File: config.mk
export PLATFORM = sky130hd
export DESIGN_NAME = imu_read_sequencer
export DESIGN_NICKNAME = d
export VERILOG_FILES = /design/src/rtl/imu_pkg.sv /design/src/rtl/sync_edge_detect.sv /design/src/rtl/imu_read_sequencer.sv
export SDC_FILE = /design/constraint.sdc
export NUM_CORES = 1
export LEC_CHECK = 0
export CELL_PAD_IN_SITES_DETAIL_PLACEMENT = 0
export CELL_PAD_IN_SITES_GLOBAL_PLACEMENT = 1
export CORE_ASPECT_RATIO = 1.4
export CORE_MARGIN = 3
export CORE_UTILIZATION = 54
export CTS_BUF_LIST = sky130_fd_sc_hd__clkbuf_8
export CTS_CLUSTER_DIAMETER = 120
export CTS_CLUSTER_SIZE = 8
export DETAILED_ROUTE_END_ITERATION = 8
export DONT_BUFFER_PORTS = 1
export GPL_TIMING_DRIVEN = 0
export MAX_ROUTING_LAYER = met4
export PLACE_DENSITY_LB_ADDON = 0.1
export RECOVER_POWER = 25
export SKIP_LAST_GASP = 1
export SYNTH_ARGS = -nofsm -noshare
export SYNTH_HDL_FRONTEND = slang
export SYNTH_SLANG_ARGS = --single-unit
File: constraint.sdc
create_clock -name clk -period 6.95 [get_ports clk]
set_input_delay 0.695 -clock clk [delete_from_list [all_inputs] [get_ports clk]]
set_output_delay 0.695 -clock clk [all_outputs]
set_load 0.05 [all_outputs]
File: src/rtl/imu_pkg.sv
// Shared types and register-map constants for the IMU read path.
// The frame sequencer and any future IMU blocks import this package.
package imu_pkg;

    typedef enum logic [1:0] {
        IDLE = 2'd0,
        REQ  = 2'd1,
        WAIT = 2'd2,
        DONE = 2'd3
    } state_t;

    localparam logic [7:0] ACCEL_XOUT_H = 8'h3B;
    localparam int         WORD_W       = 16;

    // Register addresses wrap modulo 256, matching the IMU's 8-bit register space.
    function automatic logic [7:0] reg_addr(input logic [7:0] base, input int idx, input int step);
        return base + 8'(idx * step);
    endfunction

endpackage

File: src/rtl/sync_edge_detect.sv
// Two-flop synchroniser followed by a rising-edge pulse generator.
// Intended for any asynchronous IMU pin; o_rise is one clk wide.
module sync_edge_detect (
    input  logic clk,
    input  logic rst,
    input  logic i_pin,
    output logic o_rise
);

    logic r_meta;
    logic r_sync;
    logic r_prev;

    always_ff @(posedge clk or negedge rst) begin
        if (!rst) begin
            r_meta <= 1'b0;
            r_sync <= 1'b0;
            r_prev <= 1'b0;
        end else begin
            r_meta <= i_pin;
            r_sync <= r_meta;
            r_prev <= r_sync;
        end
    end

    assign o_rise = r_sync & ~r_prev;

endmodule

File: src/rtl/imu_read_sequencer.sv
// Reads N_WORDS consecutive IMU registers after each data-ready interrupt
// and publishes them as one atomic frame, flagging overruns and bus stalls.
module imu_read_sequencer
    import imu_pkg::*;
#(
    parameter int         N_WORDS     = 6,
    parameter logic [7:0] BASE_ADDR   = ACCEL_XOUT_H,
    parameter int         ADDR_STEP   = 2,
    parameter int         TIMEOUT_CYC = 1024
) (
    input  logic                      clk,
    input  logic                      rst,
    input  logic                      en,
    input  logic                      clr_err,
    input  logic                      data_ready,
    output logic                      xfer_req,
    output logic [7:0]                xfer_addr,
    input  logic                      xfer_ack,
    input  logic                      xfer_done,
    input  logic [15:0]               xfer_data,
    output logic                      frame_valid,
    output logic [WORD_W*N_WORDS-1:0] frame_data,
    output logic [15:0]               frame_cnt,
    output logic                      busy,
    output logic                      overrun,
    output logic                      timeout_err
);

    localparam int IDX_W   = (N_WORDS > 1) ? $clog2(N_WORDS) : 1;
    localparam int TIMER_W = $clog2(TIMEOUT_CYC);

    state_t                      r_state;
    state_t                      w_next;
    logic [IDX_W-1:0]            r_idx;
    logic [TIMER_W-1:0]          r_timer;
    logic                        r_cancel;
    logic [WORD_W*N_WORDS-1:0]   r_work;
    logic [WORD_W*N_WORDS-1:0]   r_frame;
    logic [WORD_W*N_WORDS-1:0]   w_work_next;
    logic [15:0]                 r_cnt;
    logic                        r_overrun;
    logic                        r_timeout;

    logic                        w_edge;
    logic                        w_last;
    logic                        w_expired;
    logic                        w_cancel;
    logic                        w_ovr_set;
    logic                        w_to_set;

    sync_edge_detect u_drdy_sync (
        .clk    (clk),
        .rst    (rst),
        .i_pin  (data_ready),
        .o_rise (w_edge)
    );

    assign w_last    = (r_idx == IDX_W'(N_WORDS - 1));
    assign w_expired = (r_timer == TIMER_W'(TIMEOUT_CYC - 1));
    // A frame cancelled by en going low still drains its outstanding transfer.
    assign w_cancel  = r_cancel | ~en;
    assign w_ovr_set = w_edge && (r_state != IDLE);
    assign w_to_set  = (r_state == WAIT) && !xfer_done && w_expired;

    always_comb begin
        w_work_next = r_work;
        w_work_next[int'(r_idx)*WORD_W +: WORD_W] = xfer_data;
    end

    always_ff @(posedge clk or negedge rst) begin
        if (!rst) begin
            r_state <= IDLE;
        end else begin
            r_state <= w_next;
        end
    end

    always_comb begin
        w_next = r_state;
        unique case (r_state)
            IDLE: begin
                if (en && w_edge) w_next = REQ;
            end
            REQ: begin
                if (xfer_ack)  w_next = WAIT;
                else if (!en)  w_next = IDLE;
            end
            WAIT: begin
                if (xfer_done) begin
                    if (w_cancel)    w_next = IDLE;
                    else if (w_last) w_next = DONE;
                    else             w_next = REQ;
                end else if (w_expired) begin
                    w_next = IDLE;
                end
            end
            DONE: begin
                w_next = IDLE;
            end
            default: begin
                w_next = IDLE;
            end
        endcase
    end

    // The published frame and count are loaded together as the last word lands,
    // so they are already stable during the DONE cycle that pulses frame_valid.
    always_ff @(posedge clk or negedge rst) begin
        if (!rst) begin
            r_idx    <= '0;
            r_timer  <= '0;
            r_cancel <= 1'b0;
            r_work   <= '0;
            r_frame  <= '0;
            r_cnt    <= '0;
        end else begin
            unique case (r_state)
                IDLE: begin
                    r_idx    <= '0;
                    r_cancel <= 1'b0;
                end
                REQ: begin
                    r_timer  <= '0;
                    r_cancel <= ~en;
                end
                WAIT: begin
                    r_timer  <= r_timer + 1'b1;
                    r_cancel <= w_cancel;
                    if (xfer_done) begin
                        r_work <= w_work_next;
                        r_idx  <= r_idx + 1'b1;
                        if (!w_cancel && w_last) begin
                            r_frame <= w_work_next;
                            r_cnt   <= r_cnt + 1'b1;
                        end
                    end
                end
                DONE: begin
                    r_idx <= '0;
                end
                default: begin
                    r_idx <= '0;
                end
            endcase
        end
    end

    // Setting beats clearing so an error in the clear cycle is never lost.
    always_ff @(posedge clk or negedge rst) begin
        if (!rst) begin
            r_overrun <= 1'b0;
            r_timeout <= 1'b0;
        end else begin
            r_overrun <= w_ovr_set | (r_overrun & ~clr_err);
            r_timeout <= w_to_set  | (r_timeout & ~clr_err);
        end
    end

    assign xfer_req    = (r_state == REQ);
    assign xfer_addr   = (r_state == REQ) ? reg_addr(BASE_ADDR, int'(r_idx), ADDR_STEP) : 8'h00;
    assign frame_valid = (r_state == DONE);
    assign frame_data  = r_frame;
    assign frame_cnt   = r_cnt;
    assign busy        = (r_state != IDLE);
    assign overrun     = r_overrun;
    assign timeout_err = r_timeout;

endmodule

==> flow_metrics.tcl, run 1 <==
set metrics [dict create \
    grt-ovfl-total 0 \
    worst_r2r_path_depth 8 \
    syn-instance-count 931 \
    report.final.slew_viol_count 0 \
    crit_fanout 11 \
    grt_pass1_vias 7303 \
    crit_required_ns 6.25 \
    hpwl_microns 17960 \
    synth.yosys.seq_area_share_pct 56.04 \
    fin_skew_ns 0.02244 \
    post_cts.repair.setup_buffers 0 \
    start_kind "flip-flop" \
    synthMostInstantiatedCell "dfrtp_1" \
    gp_congestion 0.8403 \
    grt_max_degree 230 \
    min_path_type "input pin to flip-flop" \
    vias 6953 \
    cp-end-kind "primary output" \
    viasPerCell 5.746 \
    h-tree-depth 2 \
    ant_nets 0 \
    async_flop_share_pct 100.0 \
    synthFlopType "dfrtp_1" \
    die-area_sq_mm 0.02065 \
    cap_violations 0 \
    fp-row-count 58 \
    io_buffers 0 \
    tritoncts "built" \
    io-pin-count 148 \
    synth.largest_area_cell "dfrtp_1" \
    power_density_mw_per_mm2 271.3 \
    nNetsFinal 1005 \
    power_w 0.003003 \
    period_needed_ns 3.272 \
    synth_area_leaders "dfrtp_1 (56%), mux2i_1 (9.6%), nand2_1 (6.8%), o21ai_0 (5.0%), mux2_2 (4.6%)" \
    max-slew-margin-rel_pct 23.76 \
    synth_nets 968 \
    drt-total-wl_microns 24850 \
    ys_types 50 \
    grt_setup_unrepaired "false" \
    grt_pass1_wl_microns 39670 \
    first_pass_iters 5 \
    setup_viol 0 \
    irDropWorstVdd_mv 0.1468 \
    crit_type "flip-flop to primary output" \
    first_iter_violations 301 \
    path_clk_slew_ns 0.06 \
    ys_ff_latch 229 \
    die_w_microns 122.3 \
    avgSynthCellArea_sq_um 10.98 \
    syn_to_final_growth_pct 8.234 \
    tns_ns 0 \
    synth_area_sq_mm 0.01023 \
    start_util_pct 55.92 \
    ys.warnings.count 0 \
    numClockSinks 229 \
    tightest_slew_ns 1.144 \
    status "finished, final reports clean" \
    clock.fmax_ghz 0.3056 \
    die_y_microns 168.8 \
    worst_skew_pair.late_latency_ns 0.52 \
    diodes 0 \
    arrival_ns 2.58 \
    finalCritPeriodShare_pct 47.08 \
    core_area_sq_mm 0.01829 \
    cellLeakagePower_nw 4.862 \
    final_hold_viol_count 0 \
    avgRoutedWirePerCell_microns 20.53 \
    synth_common_cells "dfrtp_1 (229), nand2_1 (186), o21ai_0 (102), mux2i_1 (98), o21ai_1 (49)" \
    cts_buffers 34 \
    synth_edf_count 0 \
    grt.total_usage_pct 25.26 \
    drive_above_1_share_pct 13.30 \
    remaining_drc_errors 0 \
    cts_root_buf "clkbuf_8" \
    clockBufferDepth 3 \
    synth_top_area_share_pct 56.04 \
    worstHoldPathCells 0 \
    antenna_found_initial 0 \
]
final timing paths:
path | to | startpoint | slack (ns)
min in group asynchronous | frame_cnt[13] | rst | 0.28
worst min register to register | u_drdy_sync.r_sync | u_drdy_sync.r_meta | 0.36
max in group asynchronous | r_timer[3] | rst | 5.79
worst min-delay path | u_drdy_sync.r_meta | data_ready | 0.22
worst max-delay path | xfer_addr[6] | r_state[1] | 3.68
worst max register to register | r_work[42] | r_idx[0] | 4.14
cells by family after synthesis:
family | Yosys count | synth area share, %
DFF | 229 | 56.04
AOI/OAI and AO/OA | 167 | 8.528
and+or+nand+nor | 286 | 13.18
xor gates and xnor gates | 17 | 1.456
muxes | 150 | 15.69
adders and majority gates | 14 | 1.713
buffers and inverters | 67 | 3.365
other | 1 | 0.03667
per-stage QoR:
stage | setup WS [ns] | util (%) | cells | area, sq um | hold WS [ns]
4_1_cts | 3.648 | 60.52 | 1210 | 11070 | 0.1973
3_3_place_gp | 4.203 | 57.56 | 1171 | 10530 | 0.3475
2_1_floorplan | 4.377 | - | 931 | 10230 | 0.3312
3_5_place_dp | 4.143 | 57.56 | 1171 | 10530 | 0.3484
6_report | 3.678 | 60.52 | 1210 | 11070 | 0.2220
5_1_grt | 3.601 | 60.52 | 1210 | 11070 | 0.1906
worst max-delay path: stages (launching register included):
cell and delay (ns):
dfrtp_1 0.42, inv_1 0.13, ha_1 0.67, nor2b_1 0.83
power by group:
group          switching, W  total [W]  internal [W]
Sequential        0.0000426    0.00143       0.00139
Combinational      0.000415   0.000635      0.000219
Clock              0.000467   0.000938      0.000471
Total              0.000925    0.00300       0.00208
final cells by class:
cell class,instances,area (sq um)
plain buffers,55,299.0
clock buffers,37,509.2
clock inverters,1,5.005
fillers,1594,7219
inverters,12,45.04
multi-input cells,635,4151
flip-flops and latches,229,5731
well taps,240,300.3
repair buffers,1,27.53
what timing repair did:
| action | 4_1_cts | 5_1_grt |
|---|---|---|
| resized for setup | 0 | 0 |
| endpoints found under the hold margin | 229 | 0 |
| hold buffers | 1 | 0 |
registers in the layout, indices dropped and copies added, names as in the netlist:
| register | cells |
|---|---|
| frame_data | 96 |
| r_work | 96 |
| frame_cnt | 16 |
| r_timer | 10 |
| r_idx | 3 |
| r_state | 2 |
| overrun | 1 |
| r_cancel | 1 |
| timeout_err | 1 |
| u_drdy_sync.r_meta | 1 |
| u_drdy_sync.r_prev | 1 |
| u_drdy_sync.r_sync | 1 |
layer usage:
layer,GRT usage [%],share of wire (%)
met5,-,0
met4,7.797,2.0
met2,41.50,51
met1,31.15,42
met3,5.782,5.9
placed cells by master, fill, tap and decap left out, types with 2 or more instances in the layout:
master and count:
ha_1 14, buf_4 11, clkbuf_1 27, inv_1 12
nand3_1 10, nor4_1 2, buf_6 5, xnor2_1 13
mux2i_1 98, xor2_1 4, mux2_2 42, mux2_4 10
a21oi_1 4, nand2b_1 2, o21ai_0 102, dfrtp_1 229
buf_2 11, nor3_1 5, clkbuf_8 37, nor2_1 14
a22o_1 5, o21ai_1 49, nand4_1 7, nand2_1 186
a21o_1 2, and3_1 2, and2_1 35, nor2b_1 7
No activity file was read; power rests on OpenSTA's default activity.
==> run 2, diff against run 1 <==
ABC_AREA = 1   (was default)
CORE_UTILIZATION = 49   (was 54)
clock period = 3.1 ns   (was 6.95 ns; I/O delays follow)
==> run 2 against run 1 <==
Compared with the run above:
- the run now ends with hold timing left
- sequential power is 150% higher
- global-route usage is 0.33 points higher
- clock power is 120% higher
- first-iteration DRC count is 81% higher
- routed wire length is 14% higher
- final area is 1.1% higher
- sequential cell count stayed put
- critical endpoint is now xfer_addr[3]
- highest routed layer unchanged
==> flow_metrics.tcl, run 2 <==
set metrics [dict create \
    power_density_mw_per_mm2 644.1 \
    report.final.slew_viol_count 0 \
    io-pin-count 148 \
    whs_ns -0.5176 \
    crit_fanout 7 \
    finalCritPeriodShare_pct 98.33 \
    numClockSinks 229 \
    h-tree-depth 2 \
    avgSynthCellArea_sq_um 8.302 \
    crit_required_ns 2.79 \
    syn_to_final_growth_pct 8.402 \
    die_w_microns 128.7 \
    viasPerCell 5.471 \
    grt_pass1_wl_microns 45120 \
    fin_util_pct 54.21 \
    async_flop_share_pct 100.0 \
    start_kind "flip-flop" \
    final_cell_mix "nand2_1 (410), dfrtp_1 (229), o21ai_0 (212)" \
    grt.total_usage_pct 25.59 \
    grt-ovfl-total 0 \
    post_cts_resized 0 \
    ys_types 35 \
    violations "hold timing" \
    clockBufferDepth 3 \
    synth.largest_area_cell "dfrtp_1" \
    min_path_type "input pin to asynchronous set/reset pin" \
    setup_viol 0 \
    synth_top_area_share_pct 55.53 \
    grt_setup_unrepaired "true" \
    n_fill_cell 2028 \
    status "complete, but fails checks" \
    nNetsFinal 1321 \
    tightest_slew_ns 0.9616 \
    hpwl_microns 20050 \
    post_cts.repair.setup_buffers 0 \
    final_hold_viol_count 229 \
    fp-row-count 62 \
    cts_buffers 34 \
    crit_type "flip-flop to primary output" \
    synthMostInstantiatedCell "nand2_1" \
    tritoncts "built" \
    irDropWorstVdd_mv 0.4010 \
    cellLeakagePower_nw 5.331 \
    fin_skew_ns 0.02212 \
    cp-end-kind "primary output" \
    grt_pass1_vias 8261 \
    period_needed_ns 3.048 \
    remaining_drc_errors 0 \
    ys.warnings.count 0 \
    grt_max_degree 230 \
    synth_common_cells "nand2_1 (410), dfrtp_1 (229), o21ai_0 (212), nand3_1 (117), inv_1 (96)" \
    antenna_found_initial 0 \
    tns_ns 0 \
    clock.fmax_ghz 0.3280 \
    ys_ff_latch 229 \
    io_buffers 0 \
    first_pass_iters 5 \
    worst_skew_pair.late_latency_ns 0.53 \
    die_y_microns 177.7 \
    arrival_ns 2.74 \
    max-slew-margin-rel_pct 35.65 \
    rr_endpoint "frame_data[13]" \
    first_iter_violations 546 \
    synthFlopType "dfrtp_1" \
    final_common_cell "nand2_1" \
    hold_buffers 5 \
    die-area_sq_mm 0.02286 \
    cap_violations 0 \
    synth_area_sq_mm 0.01032 \
    ant_nets 0 \
    r2r-start "r_idx[0]" \
    path_clk_slew_ns 0.06 \
    drt-total-wl_microns 28230 \
    cts_root_buf "clkbuf_8" \
    syn-instance-count 1243 \
    synth.yosys.seq_area_share_pct 55.53 \
    diodes 0 \
    synth_area_leaders "dfrtp_1 (56%), nand2_1 (15%), o21ai_0 (10%), nand3_1 (5.7%), inv_1 (3.5%)" \
    start_util_pct 50.01 \
    synth_nets 1280 \
    gp_congestion 0.8305 \
    worst_r2r_path_depth 9 \
    drive_above_1_share_pct 6.532 \
    avgRoutedWirePerCell_microns 18.31 \
    synth_edf_count 0 \
    r2r_slack_ns 0.42 \
    core_area_sq_mm 0.02063 \
    vias 8436 \
]
## run 2: cell count changes after synthesis, moves of 39 or more
cell | before | now
inv_1 | 12 | 96
mux2_2 | 42 | 0
mux2i_1 | 98 | 0
nand2_1 | 186 | 410
nand3_1 | 10 | 117
o21ai_0 | 102 | 212
o21ai_1 | 49 | 10
## run 2: final cells by class
type / instances / area, sq um / area share [%]
Buffer: 68 / 317.8 / 2.841
Timing Repair Buffer: 5 / 50.05 / 0.4474
Tap cell: 256 / 320.3 / 2.863
Sequential cell: 229 / 5731 / 51.22
Inverter: 99 / 374.1 / 3.344
Clock buffer: 34 / 467.9 / 4.183
Clock inverter: 4 / 28.78 / 0.2572
Multi-Input combinational cell: 847 / 3897 / 34.84
## run 2: worst max-delay path by stage
| stage | startpoint | to | slack [ns] | cells past startpoint |
|---|---|---|---|---|
| 6_report | r_state[1] | xfer_addr[3] | 0.05 | 4 |
| 5_1_grt | r_state[1] | xfer_addr[1] | -0.13 | 4 |
| 4_1_cts | r_state[1] | xfer_addr[3] | 0.03 | 4 |
| 3_5_place_dp | r_idx[0] | r_work[25] | 0.51 | 10 |
| 3_3_place_gp | r_idx[0] | frame_data[13] | 0.53 | 9 |
| 2_1_floorplan | r_state[1] | xfer_addr[4] | 0.85 | 4 |
## run 2: report_power, final
group	switching [W]	internal, W
Sequential	0.000161	0.00339
Clock	0.00110	0.000991
Combinational	0.00113	0.000442
## run 2: logic make-up (layout without fill, tap and decap cells)
logic type	after synthesis	after routing	synth area share, %
AOI/OAI and AO/OA	240	240	11.72
xor gates and xnor gates	10	10	0.8487
adders and majority gates	14	14	1.697
buffers and inverters	167	210	6.705
DFF	229	229	55.53
other	1	1	0.03634
and+or+nand+nor	582	582	23.46
## run 2: critical path, stage by stage, from the launching register on
cell and delay [ns]:
dfrtp_1 0.45, inv_1 0.13, ha_1 0.60, inv_1 0.25, nor2_1 0.79
## run 2: per-stage QoR
| step | setup WS (ns) | instance area (sq um) | instances | power (W) |
|---|---|---|---|---|
| floorplan | 0.8507 | 10320 | 1243 | 0.004821 |
| global placement | 0.5283 | 10640 | 1499 | 0.005105 |
| detailed placement | 0.5056 | 10640 | 1499 | 0.005155 |
| CTS | 0.03449 | 11190 | 1542 | 0.007268 |
| global route | -0.1291 | 11190 | 1542 | 0.007650 |
| finish | 0.05163 | 11190 | 1542 | 0.007206 |
## run 2: layer usage
metal	up-vias	global-route usage, %	wire length [microns]
li1	4077	-	-
met1	4112	32.26	11980
met2	201	41.33	13920
met3	46	5.601	1605
met4	0	7.968	735
met5	-	-	0
==> run 3, diff against run 2 <==
ABC_AREA = default   (was 1)
CORE_UTILIZATION = 52   (was 49)
TNS_END_PERCENT = 20   (was default)
==> run 3 against run 2 <==
Compared with the run above:
- the run still ends with hold timing left
- cell count shrank 20%
- sequential share of layout area shrank 0.12 points
- core utilization grew 3.9 points
- largest cell class unchanged
- worst setup slack gained 0.19 ns
==> flow_metrics.tcl, run 3 (synthesized netlist as in run 1, its figures left out) <==
set metrics [dict create \
    status "complete, but fails checks" \
    violations "hold timing" \
    grt_max_degree 230 \
    vias 7068 \
    drt-total-wl_microns 25840 \
    finalCritPeriodShare_pct 92.34 \
    grt_setup_unrepaired "false" \
    antenna_found_initial 0 \
    final_hold_viol_count 229 \
    viasPerCell 5.723 \
    crit_path_top_delay_cell "nor2b_1" \
    first_pass_iters 4 \
    arrival_ns 2.55 \
    clock.fmax_ghz 0.3493 \
    numClockSinks 229 \
    cp-end-kind "primary output" \
    hpwl_microns 17940 \
    r2r-start "r_idx[0]" \
    startpoint "r_state[1]" \
    irDropWorstVdd_mv 0.3128 \
    nNetsFinal 1022 \
    grt_pass1_wl_microns 40850 \
    path_clk_slew_ns 0.06 \
    cts_root_buf "clkbuf_8" \
    wl_met3_microns 1897 \
    max-slew-margin-rel_pct 37.17 \
    h-tree-depth 2 \
    fin_skew_ns 0.03327 \
    power_density_mw_per_mm2 592.5 \
    r2r_slack_ns 0.31 \
    cts_buffers 34 \
    ant_nets 0 \
    report.final.slew_viol_count 0 \
    hold_buffers 18 \
    max_stage_delay_ns 0.83 \
    cap_violations 0 \
    first_iter_violations 491 \
    die-area_sq_mm 0.02141 \
    grt_pass1_vias 7254 \
    post_cts_resized 0 \
    die_w_microns 124.5 \
    wl_met2_microns 12540 \
    remaining_drc_errors 0 \
    start_kind "flip-flop" \
    fin_util_pct 58.12 \
    core_area_sq_mm 0.01929 \
    setup_ws_ns 0.2374 \
    gp_congestion 0.8335 \
    io-pin-count 148 \
    min_path_type "input pin to asynchronous set/reset pin" \
    tightest_slew_ns 0.9405 \
    worst_skew_pair.late_latency_ns 0.54 \
    tritoncts "built" \
    crit_required_ns 2.79 \
    top_layer "met4" \
    syn_to_final_growth_pct 9.654 \
    final_cell_mix "dfrtp_1 (229), nand2_1 (186), o21ai_0 (102)" \
    period_needed_ns 2.863 \
    final_common_cell "dfrtp_1" \
    cellLeakagePower_nw 4.907 \
    wl_met1_microns 10580 \
    die_y_microns 171.9 \
    clockBufferDepth 3 \
    grt.total_usage_pct 24.94 \
    grt-ovfl-total 0 \
    dp_slack_ns 0.2788 \
    drive_above_1_share_pct 12.97 \
    fp-row-count 60 \
    crit_fanout 11 \
    setup_viol 0 \
    crit_chain "inv_1 > ha_1 > nor2b_1" \
    n_fill_cell 1637 \
    tns_ns 0 \
    crit_type "flip-flop to primary output" \
    start_util_pct 53.00 \
    avgRoutedWirePerCell_microns 20.92 \
    diodes 0 \
    whs_ns -0.5044 \
    io_buffers 0 \
    post_cts.repair.setup_buffers 0 \
]
==> run 3: through the flow <==
| step | instance area (sq um) | std cells | total power, W |
|---|---|---|---|
| after floorplan | 10230 | 931 | 0.004380 |
| after global placement | 10540 | 1179 | 0.004575 |
| after detailed placement | 10540 | 1179 | 0.004615 |
| after CTS | 11210 | 1235 | 0.006706 |
| after global routing | 11210 | 1235 | 0.006968 |
| final | 11210 | 1235 | 0.006644 |
==> run 3: area by class of cell <==
cell class | instances | area [sq um] | area share, %
plain buffers | 55 | 299.0 | 2.667
clock inverters | 4 | 28.78 | 0.2566
clock buffers | 34 | 467.9 | 4.173
inverters | 12 | 45.04 | 0.4017
flip-flops and latches | 229 | 5731 | 51.10
well taps | 248 | 310.3 | 2.767
repair buffers | 18 | 180.2 | 1.607
multi-input cells | 635 | 4151 | 37.02
==> run 3: final timing paths <==
kind	end	depth (start not counted)
max	xfer_addr[1]	3
min	frame_data[35]	0
max reg2reg	r_work[40]	8
min reg2reg	u_drdy_sync.r_sync	0
max in group asynchronous	r_work[25]	0
min in group clk	frame_data[7]	2
==> run 3: worst max-delay path, delay by kind of cell, from the launching register on <==
family                   cells  cell delay (ns)
AND/OR/NAND/NOR              1             0.83
adder cells (fa/ha/maj)      1             0.65
flip-flops                   1             0.42
buffers and inverters        1             0.12
==> run 3: power by group <==
group / switching, W / leakage, nW / total (W) / internal, W
sequential: 0.0000981 / 3.17 / 0.00321 / 0.00311
clock: 0.00106 / 0.253 / 0.00205 / 0.000991
combinational: 0.000878 / 1.48 / 0.00138 / 0.000503
total: 0.00204 / 4.91 / 0.00664 / 0.00461
==> run 3: per-layer routing <==
| layer | GRT usage, % | vias up |
|---|---|---|
| met3 | 7.324 | 60 |
| met5 | - | - |
| met1 | 30.66 | 3507 |
| li1 | - | 3267 |
| met2 | 39.78 | 234 |
| met4 | 8.774 | 0 |
